<file path="config.mk">
export PLATFORM = sky130hd
export DESIGN_NAME = fetch_ifid_stage
export DESIGN_NICKNAME = d
export VERILOG_FILES = /design/src/rtl/cpu_pkg.sv /design/src/rtl/ifid_reg.sv /design/src/rtl/fetch_ifid_stage.sv
export SDC_FILE = /design/constraint.sdc
export NUM_CORES = 1
export LEC_CHECK = 0
export ABC_AREA = 1
export CORE_MARGIN = 2
export CORE_UTILIZATION = 55
export DETAILED_ROUTE_END_ITERATION = 10
export PLACE_DENSITY = 0.91
export REMOVE_ABC_BUFFERS = 1
export SLEW_MARGIN = 30
export SYNTH_ARGS = -nofsm -noshare
export SYNTH_HDL_FRONTEND = slang
export SYNTH_SLANG_ARGS = --single-unit
</file>
<file path="constraint.sdc">
create_clock -name clk_i -period 3.2 [get_ports clk_i]
set_input_delay 0.64 -clock clk_i [delete_from_list [all_inputs] [get_ports clk_i]]
set_output_delay 0.64 -clock clk_i [all_outputs]
set_load 0.01 [all_outputs]
</file>
<file path="src/rtl/cpu_pkg.sv">
// Shared definitions for the MIPS pipeline slice: default widths, the nop
// encoding and the instruction-fetch state type.
package cpu_pkg;

  localparam int CPU_ADDR_W = 32;
  localparam int CPU_INST_W = 32;

  localparam logic [31:0] NOP_INST = 32'h0000_0000;

  typedef enum logic [1:0] {
    IDLE = 2'd0,
    REQ  = 2'd1,
    HOLD = 2'd2
  } fetch_state_e;

endpackage

</file>
<file path="src/rtl/ifid_reg.sv">
// IF/ID pipeline register. Flush beats load, load beats bubble, and with
// no control asserted the contents are held.
module ifid_reg
  import cpu_pkg::*;
#(
  parameter int ADDR_W = CPU_ADDR_W,
  parameter int INST_W = CPU_INST_W
) (
  input  logic              clk_i,
  input  logic              rst_i,
  input  logic              flush_i,
  input  logic              load_i,
  input  logic              bubble_i,
  input  logic [ADDR_W-1:0] pc_i,
  input  logic [INST_W-1:0] inst_i,
  output logic [ADDR_W-1:0] pc_o,
  output logic [INST_W-1:0] inst_o,
  output logic              valid_o
);

  // Pipeline register update with flush priority.
  always_ff @(posedge clk_i or negedge rst_i) begin
    if (!rst_i) begin
      pc_o    <= {ADDR_W{1'b0}};
      inst_o  <= INST_W'(NOP_INST);
      valid_o <= 1'b0;
    end else if (flush_i || (bubble_i && !load_i)) begin
      pc_o    <= {ADDR_W{1'b0}};
      inst_o  <= INST_W'(NOP_INST);
      valid_o <= 1'b0;
    end else if (load_i) begin
      pc_o    <= pc_i;
      inst_o  <= inst_i;
      valid_o <= 1'b1;
    end else begin
      pc_o    <= pc_o;
      inst_o  <= inst_o;
      valid_o <= valid_o;
    end
  end

endmodule

</file>
<file path="src/rtl/fetch_ifid_stage.sv">
// IF stage of the 5-stage MIPS pipeline: PC, instruction-memory req/ack
// fetch FSM, redirect bookkeeping and the IF/ID register feeding ID.
module fetch_ifid_stage
  import cpu_pkg::*;
#(
  parameter int              ADDR_W   = CPU_ADDR_W,
  parameter int              INST_W   = CPU_INST_W,
  parameter logic [ADDR_W-1:0] RESET_PC = 32'h0000_0000
) (
  input  logic              clk_i,
  input  logic              rst_i,
  input  logic              start_i,
  input  logic              stall_i,
  input  logic              flush_i,
  input  logic              redirect_i,
  input  logic [ADDR_W-1:0] redirect_pc_i,
  output logic              imem_req_o,
  output logic [ADDR_W-1:0] imem_addr_o,
  input  logic              imem_ack_i,
  input  logic [INST_W-1:0] imem_data_i,
  output logic [ADDR_W-1:0] pc_o,
  output logic [ADDR_W-1:0] ifid_pc_o,
  output logic [INST_W-1:0] ifid_inst_o,
  output logic              ifid_valid_o,
  output logic              busy_o
);

  fetch_state_e      state_r, state_s;
  logic [ADDR_W-1:0] pc_r, pc_s;
  logic [ADDR_W-1:0] tgt_r, tgt_s;
  logic              pend_r, pend_s;
  logic [INST_W-1:0] buf_r, buf_s;
  logic [ADDR_W-1:0] pc_inc_s;
  logic              load_s, bubble_s;
  logic [ADDR_W-1:0] ld_pc_s;
  logic [INST_W-1:0] ld_inst_s;

  assign pc_inc_s = pc_r + ADDR_W'(4);

  // Next-state, PC and IF/ID control decode for the fetch FSM.
  always_comb begin
    state_s   = state_r;
    pc_s      = pc_r;
    tgt_s     = tgt_r;
    pend_s    = pend_r;
    buf_s     = buf_r;
    load_s    = 1'b0;
    bubble_s  = 1'b0;
    ld_pc_s   = pc_inc_s;
    ld_inst_s = buf_r;
    case (state_r)
      IDLE: begin
        bubble_s = ~stall_i;
        if (start_i) begin
          state_s = REQ;
        end else begin
          state_s = IDLE;
        end
      end
      REQ: begin
        if (imem_ack_i) begin
          // A redirect seen during or at the end of the fetch wins over its data.
          if (pend_r || redirect_i) begin
            pc_s     = redirect_i ? redirect_pc_i : tgt_r;
            pend_s   = 1'b0;
            bubble_s = ~stall_i;
          end else if (!stall_i) begin
            load_s    = 1'b1;
            ld_pc_s   = pc_inc_s;
            ld_inst_s = imem_data_i;
            pc_s      = pc_inc_s;
          end else begin
            buf_s   = imem_data_i;
            pc_s    = pc_inc_s;
            state_s = HOLD;
          end
        end else begin
          bubble_s = ~stall_i;
          if (redirect_i) begin
            pend_s = 1'b1;
            tgt_s  = redirect_pc_i;
          end else begin
            pend_s = pend_r;
            tgt_s  = tgt_r;
          end
        end
      end
      HOLD: begin
        if (redirect_i) begin
          buf_s    = {INST_W{1'b0}};
          pc_s     = redirect_pc_i;
          state_s  = REQ;
          bubble_s = ~stall_i;
        end else if (!stall_i) begin
          // pc already advanced past the buffered word, so it is its PC+4.
          load_s    = 1'b1;
          ld_pc_s   = pc_r;
          ld_inst_s = buf_r;
          state_s   = REQ;
        end else begin
          state_s = HOLD;
        end
      end
      default: begin
        state_s = IDLE;
      end
    endcase
  end

  // Fetch-side state registers.
  always_ff @(posedge clk_i or negedge rst_i) begin
    if (!rst_i) begin
      state_r <= IDLE;
      pc_r    <= RESET_PC;
      tgt_r   <= {ADDR_W{1'b0}};
      pend_r  <= 1'b0;
      buf_r   <= {INST_W{1'b0}};
    end else begin
      state_r <= state_s;
      pc_r    <= pc_s;
      tgt_r   <= tgt_s;
      pend_r  <= pend_s;
      buf_r   <= buf_s;
    end
  end

  ifid_reg #(
    .ADDR_W (ADDR_W),
    .INST_W (INST_W)
  ) u_ifid_reg (
    .clk_i    (clk_i),
    .rst_i    (rst_i),
    .flush_i  (flush_i),
    .load_i   (load_s),
    .bubble_i (bubble_s),
    .pc_i     (ld_pc_s),
    .inst_i   (ld_inst_s),
    .pc_o     (ifid_pc_o),
    .inst_o   (ifid_inst_o),
    .valid_o  (ifid_valid_o)
  );

  assign imem_req_o  = (state_r == REQ);
  assign imem_addr_o = pc_r;
  assign pc_o        = pc_r;
  assign busy_o      = (state_r == REQ) & ~imem_ack_i;

endmodule

</file>
==> impl_metrics.toml, run 1 <==
[clocking]
cts_tree = "done"
postCtsSetupRepairBufs = 0
clk_latency_ns = 0.43
cts_hold_buf = 0
clockRootBuffer = "clkbuf_16"
cts_resized = 0
clk_pin_slew_ns = 0.07
cts_buffer_depth = 2
cts_num_sinks = 164
cts_buffers = 17
h-tree-depth = 4

[timing]
tightest_slew_ns = 0.7539
final_max_slew_viol_count = 0
max_clock_freq_mhz = 337.1
rsz0062_at_grt = "no"
hold_viol = 0
setup-violations-final = 0
finalCriticalPeriod_ns = 2.966
worst_hold_slack_ns = 0.1768
period_share = 0.9270
setup-tns-final_ns = 0
slew_headroom = 0.4974
fin_skew_ns = 0.008845

[setup_path]
crit_fanout = 19
criticalPathCategory = "flip-flop to primary output"
required_ns = 2.56
path_cells = "inv_1, ha_1, inv_2, nor2_8, clkdlybuf4s50_1"
crit_slowest_cell = "clkdlybuf4s50_1"
worst_setup_path_start_kind = "flip-flop"
cpPeakStageDelay_ns = 0.60
arrival_ns = 2.33
end_kind = "primary output"

[logic_synthesis]
yosysTopAreaCell = "dfrtp_1"
synth_warnings = 0
async_reset_ff_frac = 1.000
synth_area_mm2 = 0.009251
synth_top_area_frac = 0.4436
ys.flop_type = "dfrtp_1"
synth_cell_types = 39
synth_seq_cells = 164
synthTopCellsByArea = "dfrtp_1, nand2_1, o21ai_0"
synth_area_per_cell_um2 = 7.820
ys_seq_area_frac = 0.4436
syn_inst = 1183
synth_edf_count = 0

[floorplan]
core_area_mm2 = 0.01652
boundaryPins = 202
fp-row-count = 47
dieArea_mm2 = 0.01787
fp.dieH_um = 133.7
fp.dieW_um = 133.7
initial_core_util = 0.5599

[pwr]
p_leak_nw = 5.431
ir_worst_vdd_mv = 0.5680
powerDensity_mw_per_mm2 = 890.0

[grt]
grt_pass1_vias = 8673
overflow = 0
grt_use_total = 0.3158
antenna_found_initial = 0
grt_pass1_wl_um = 44540
grt_max_degree = 68

[routing]
drt_iter0_drc = 985
via_per_inst = 5.838
dr_total_vias = 9066
drt_first_pass_iters = 5
drc = 0
wl_um = 28020
drtAntennaViolNets = 0
wl_per_cell_um = 18.04

[cells_and_area]
nNetsFinal = 1396
seq_area_mm2 = 0.004104
syn_to_final_growth_pct = 26.85
multi_input_area_mm2 = 0.004108
final.fill_count = 1274
antenna_cells = 0
drive_gt1_frac = 0.06602

[place]
port_buffers = 201
routabilityCongestion = 0.9081
place_hpwl_um = 18980

[hold_path]
hold_class = "input port to async pin"

[run_status]
status = "finished, final reports clean"

[job]
drv_cap = 0
## power by group
part	internal [mW]	leakage, nW	switching (mW)
clock	1.41	0.315	0.916
sequential	2.73	2.12	0.574
combinational	1.93	2.99	2.89
total	6.07	5.43	4.38
## final timing paths
kind | slack [ns] | cells past startpoint | endpoint | start
max | 0.23 | 5 | busy_o | state_r[1]$_DFFE_PN0P_
min | 0.18 | 1 | u_ifid_reg.inst_o[12]$_DFFE_PN0P_ | rst_i
max reg2reg | 0.76 | 9 | buf_r[4]$_DFFE_PN0P_ | state_r[1]$_DFFE_PN0P_
min reg2reg | 0.49 | 2 | tgt_r[7]$_DFFE_PN0P_ | tgt_r[7]$_DFFE_PN0P_
max in group asynchronous | 2.12 | 2 | tgt_r[12]$_DFFE_PN0P_ | rst_i
min in group clk_i | 0.49 | 2 | tgt_r[7]$_DFFE_PN0P_ | tgt_r[7]$_DFFE_PN0P_
## placed cells by master (no fill, tap or decap), types with 2 or more instances in the layout
cell type and instances:
clkinv_4 2, clkdlybuf4s50_1 199, xor2_1 13, nor2_1 78, nor2_8 3, a21boi_1 9, dfrtp_1 164, inv_2 8
nand2_1 280, a32oi_1 2, a22oi_1 9, o31ai_1 2, nand3_2 2, nand3_1 57, nor2_2 3, a211oi_1 2
inv_6 3, or2_0 2, nand2_2 6, mux2i_1 19, nor2_4 4, buf_4 18, or2_2 3, o22ai_1 3
o21ai_1 24, a21boi_0 2, clkinvlp_4 3, a21oi_1 26, o21ai_0 187, ha_1 5, buf_12 3, nand4_1 68
inv_1 92, clkbuf_16 17, bufinv_16 5
## flip-flops by register name (all words and copies together), names as in the netlist
| name | count |
|---|---|
| buf_r | 32 |
| imem_addr_o | 32 |
| pend_r | 1 |
| state_r | 2 |
| tgt_r | 32 |
| u_ifid_reg.inst_o | 32 |
| u_ifid_reg.pc_o | 32 |
| u_ifid_reg.valid_o | 1 |
## metrics by stage
step	area, um2	instances	utilization	power [mW]	setup slack, ns
2_1_floorplan	8582	1079	-	5.928	0.04275
3_3_place_gp	11070	1521	0.6696	7.863	0.4700
3_5_place_dp	11070	1521	0.6696	8.041	0.4546
4_1_cts	11740	1553	0.7102	10.42	0.2411
5_1_grt	11740	1553	0.7102	11.12	0.1969
6_report	11740	1553	0.7102	10.44	0.2337
## critical path, delay by kind of cell (launching register included)
family        cells  cell delay (ns)
simple gates      1             0.26
buf+inv           3             0.85
flops             1             0.43
fa+ha+maj         1             0.35
## cell families (layout without fill, tap and decap cells)
kind of cell             after synthesis  after routing  synth area share
AND/OR/NAND/NOR                      508            508            0.2487
buffers and inverters                204            354            0.1129
flip-flops                           164            164            0.4436
adder cells (fa/ha/maj)                5              5          0.006762
multiplexers                          19             19           0.02056
AO/OA/AOI/OAI                        270            270            0.1551
XOR/XNOR                              13             13           0.01231
## final cells by class
class / instances / area share
Inverter: 100 / 0.03199
Sequential cell: 164 / 0.3497
Multi-Input combinational cell: 815 / 0.3500
Tap cell: 220 / 0.02346
Clock inverter: 15 / 0.02079
Timing Repair Buffer: 222 / 0.1878
Clock buffer: 17 / 0.03625
## Yosys cell counts (2+ instances only)
| cell | count |
|---|---|
| or2_0 | 2 |
| nand4_1 | 68 |
| or2_2 | 3 |
| a21boi_0 | 2 |
| a32oi_1 | 2 |
| nand3_1 | 57 |
| nor2_8 | 3 |
| dfrtp_1 | 164 |
| nor2_1 | 78 |
| buf_2 | 16 |
| buf_4 | 40 |
| nand2_2 | 4 |
| o21ai_0 | 187 |
| inv_2 | 7 |
| nor2_4 | 4 |
| buf_6 | 14 |
| a22oi_1 | 9 |
| nand3_2 | 2 |
| inv_1 | 93 |
| buf_1 | 3 |
| o21ai_1 | 24 |
| a21boi_1 | 9 |
| o22ai_1 | 3 |
| a211oi_1 | 2 |
| o31ai_1 | 2 |
| mux2i_1 | 19 |
| clkbuf_2 | 3 |
| xor2_1 | 13 |
| a21oi_1 | 26 |
| nand2_1 | 282 |
| clkbuf_1 | 28 |
| ha_1 | 5 |
| nor2_2 | 3 |
## per-layer routing
metal / wire length [um] / global-route usage
met3: 2642 / 0.05860
met1: 11180 / 0.4229
met2: 13320 / 0.5097
met4: 871 / 0.1283
met5: 0 / 0
(Power assumes the default switching activity.)
==> inputs of run 2 (changes only) <==
Settings changed: PLACE_DENSITY 0.91 to 0.93.
==> impl_metrics.toml, run 2 (synthesized netlist as in run 1, its figures left out) <==
[cells_and_area]
final_cell_mix = "nand2_1, clkdlybuf4s50_1, o21ai_0, dfrtp_1, inv_1"
nNetsFinal = 1396
drive_gt1_frac = 0.06602
final.fill_count = 1249
post-route-util = 0.7064
syn_to_final_growth_pct = 26.18
layout_commonest_cell = "nand2_1"
final_cell_count_no_fill = 1553
antenna_cells = 0
seq_area_mm2 = 0.004104
multi_input_area_mm2 = 0.004108

[grt]
grt_pass1_vias = 8624
overflow = 0
grt_max_degree = 68
antenna_found_initial = 0
grt_pass1_wl_um = 44280
grt_use_total = 0.3118

[routing]
via_per_inst = 5.861
drt_iter0_drc = 967
drt_first_pass_iters = 6
wl_um = 27440
wl_per_cell_um = 17.67
drtAntennaViolNets = 0
drc = 0
dr_total_vias = 9102

[floorplan]
fp.dieW_um = 133.7
initial_core_util = 0.5599
dieArea_mm2 = 0.01787
fp.dieH_um = 133.7
boundaryPins = 202
core_area_mm2 = 0.01652
fp-row-count = 47

[setup_path]
timing.rr.start = "state_r[1]$_DFFE_PN0P_"
worst_setup_path_start_kind = "flip-flop"
r2r_setup_slack_ns = 0.82
r2r_cells = 9
crit_fanout = 19
criticalPathCategory = "flip-flop to primary output"
end_kind = "primary output"
arrival_ns = 2.25
rr_endpoint = "buf_r[11]$_DFFE_PN0P_"
required_ns = 2.56

[timing]
period_share = 0.9025
max_clock_freq_mhz = 346.3
setup-tns-final_ns = 0
finalCriticalPeriod_ns = 2.888
slew_headroom = 0.4853
hold_viol = 0
rsz0062_at_grt = "no"
setup-violations-final = 0
fin_skew_ns = 0.008958
tightest_slew_ns = 0.7720
final_max_slew_viol_count = 0

[place]
port_buffers = 201
place_hpwl_um = 18500
routabilityCongestion = 0.9259
place_inst = 1521

[clocking]
h-tree-depth = 4
cts_num_sinks = 164
postCtsSetupRepairBufs = 0
clk_pin_slew_ns = 0.07
cts_buffer_depth = 2
cts_hold_buf = 0
cts_resized = 0
clockRootBuffer = "clkbuf_16"
clk_latency_ns = 0.43
cts_buffers = 17
cts_tree = "done"

[run_status]
status = "finished, final reports clean"

[pwr]
ir_worst_vdd_mv = 0.5607
p_leak_nw = 5.417
powerDensity_mw_per_mm2 = 877.7

[hold_path]
hold_class = "input port to async pin"

[job]
drv_cap = 0
[run 2: cell types whose count changed in the layout (fill, tap and decap cells not counted)]
cell        delta
clkinvlp_4     -3
clkinv_4       +1
buf_12         -1
inv_8          +2
inv_6          +1
clkinv_2       +2
bufinv_16      -2
clkinv_8       -1
buf_4          +1
[run 2: how the worst max path moves through the flow]
| stage | start | endpoint | slack (ns) |
|---|---|---|---|
| 4_1_cts | state_r[1]$_DFFE_PN0P_ | busy_o | 0.32 |
| 2_1_floorplan | state_r[0]$_DFFE_PN0P_ | u_ifid_reg.inst_o[0]$_DFFE_PN0P_ | 0.04 |
| 6_report | state_r[1]$_DFFE_PN0P_ | busy_o | 0.31 |
| 3_3_place_gp | imem_ack_i | busy_o | 0.46 |
| 3_5_place_dp | imem_ack_i | busy_o | 0.46 |
| 5_1_grt | state_r[1]$_DFFE_PN0P_ | busy_o | 0.21 |
[run 2: report_power, final]
| part | internal (mW) | total [mW] | switching, mW |
|---|---|---|---|
| Combinational | 1.92 | 4.78 | 2.86 |
| Sequential | 2.73 | 3.30 | 0.577 |
| Clock | 1.25 | 2.16 | 0.905 |
[run 2: cell type report]
type / instances / area share
tap: 220 / 0.02358
sequential: 164 / 0.3516
clock buffer: 17 / 0.03644
timing repair buffer: 222 / 0.1877
multi-input combinational: 815 / 0.3519
inverter: 100 / 0.03215
clock inverter: 15 / 0.01672
[run 2: routing by layer]
| metal | track usage | routed length [um] | vias up |
|---|---|---|---|
| li1 | - | - | 4186 |
| met1 | 0.4133 | 10770 | 4285 |
| met2 | 0.5063 | 13200 | 557 |
| met3 | 0.05784 | 2609 | 74 |
| met4 | 0.1306 | 862 | 0 |
| met5 | 0 | 0 | - |
[run 2: critical path: stages (launching register included)]
cell and delay, ns:
dfrtp_1 0.43, inv_1 0.11, ha_1 0.30, inv_2 0.12
nor2_8 0.26, clkdlybuf4s50_1 0.60
[run 2: stage by stage]
step	setup slack, ns	cell area (um2)	hold slack (ns)	power [mW]
after global routing	0.2057	11670	0.07254	10.99
final	0.3121	11670	0.06373	10.25
after detailed placement	0.4551	11050	0.4722	8.015
after floorplan	0.04275	8582	0.3444	5.928
after global placement	0.4615	11050	0.4612	7.836
after CTS	0.3206	11670	0.06689	10.22
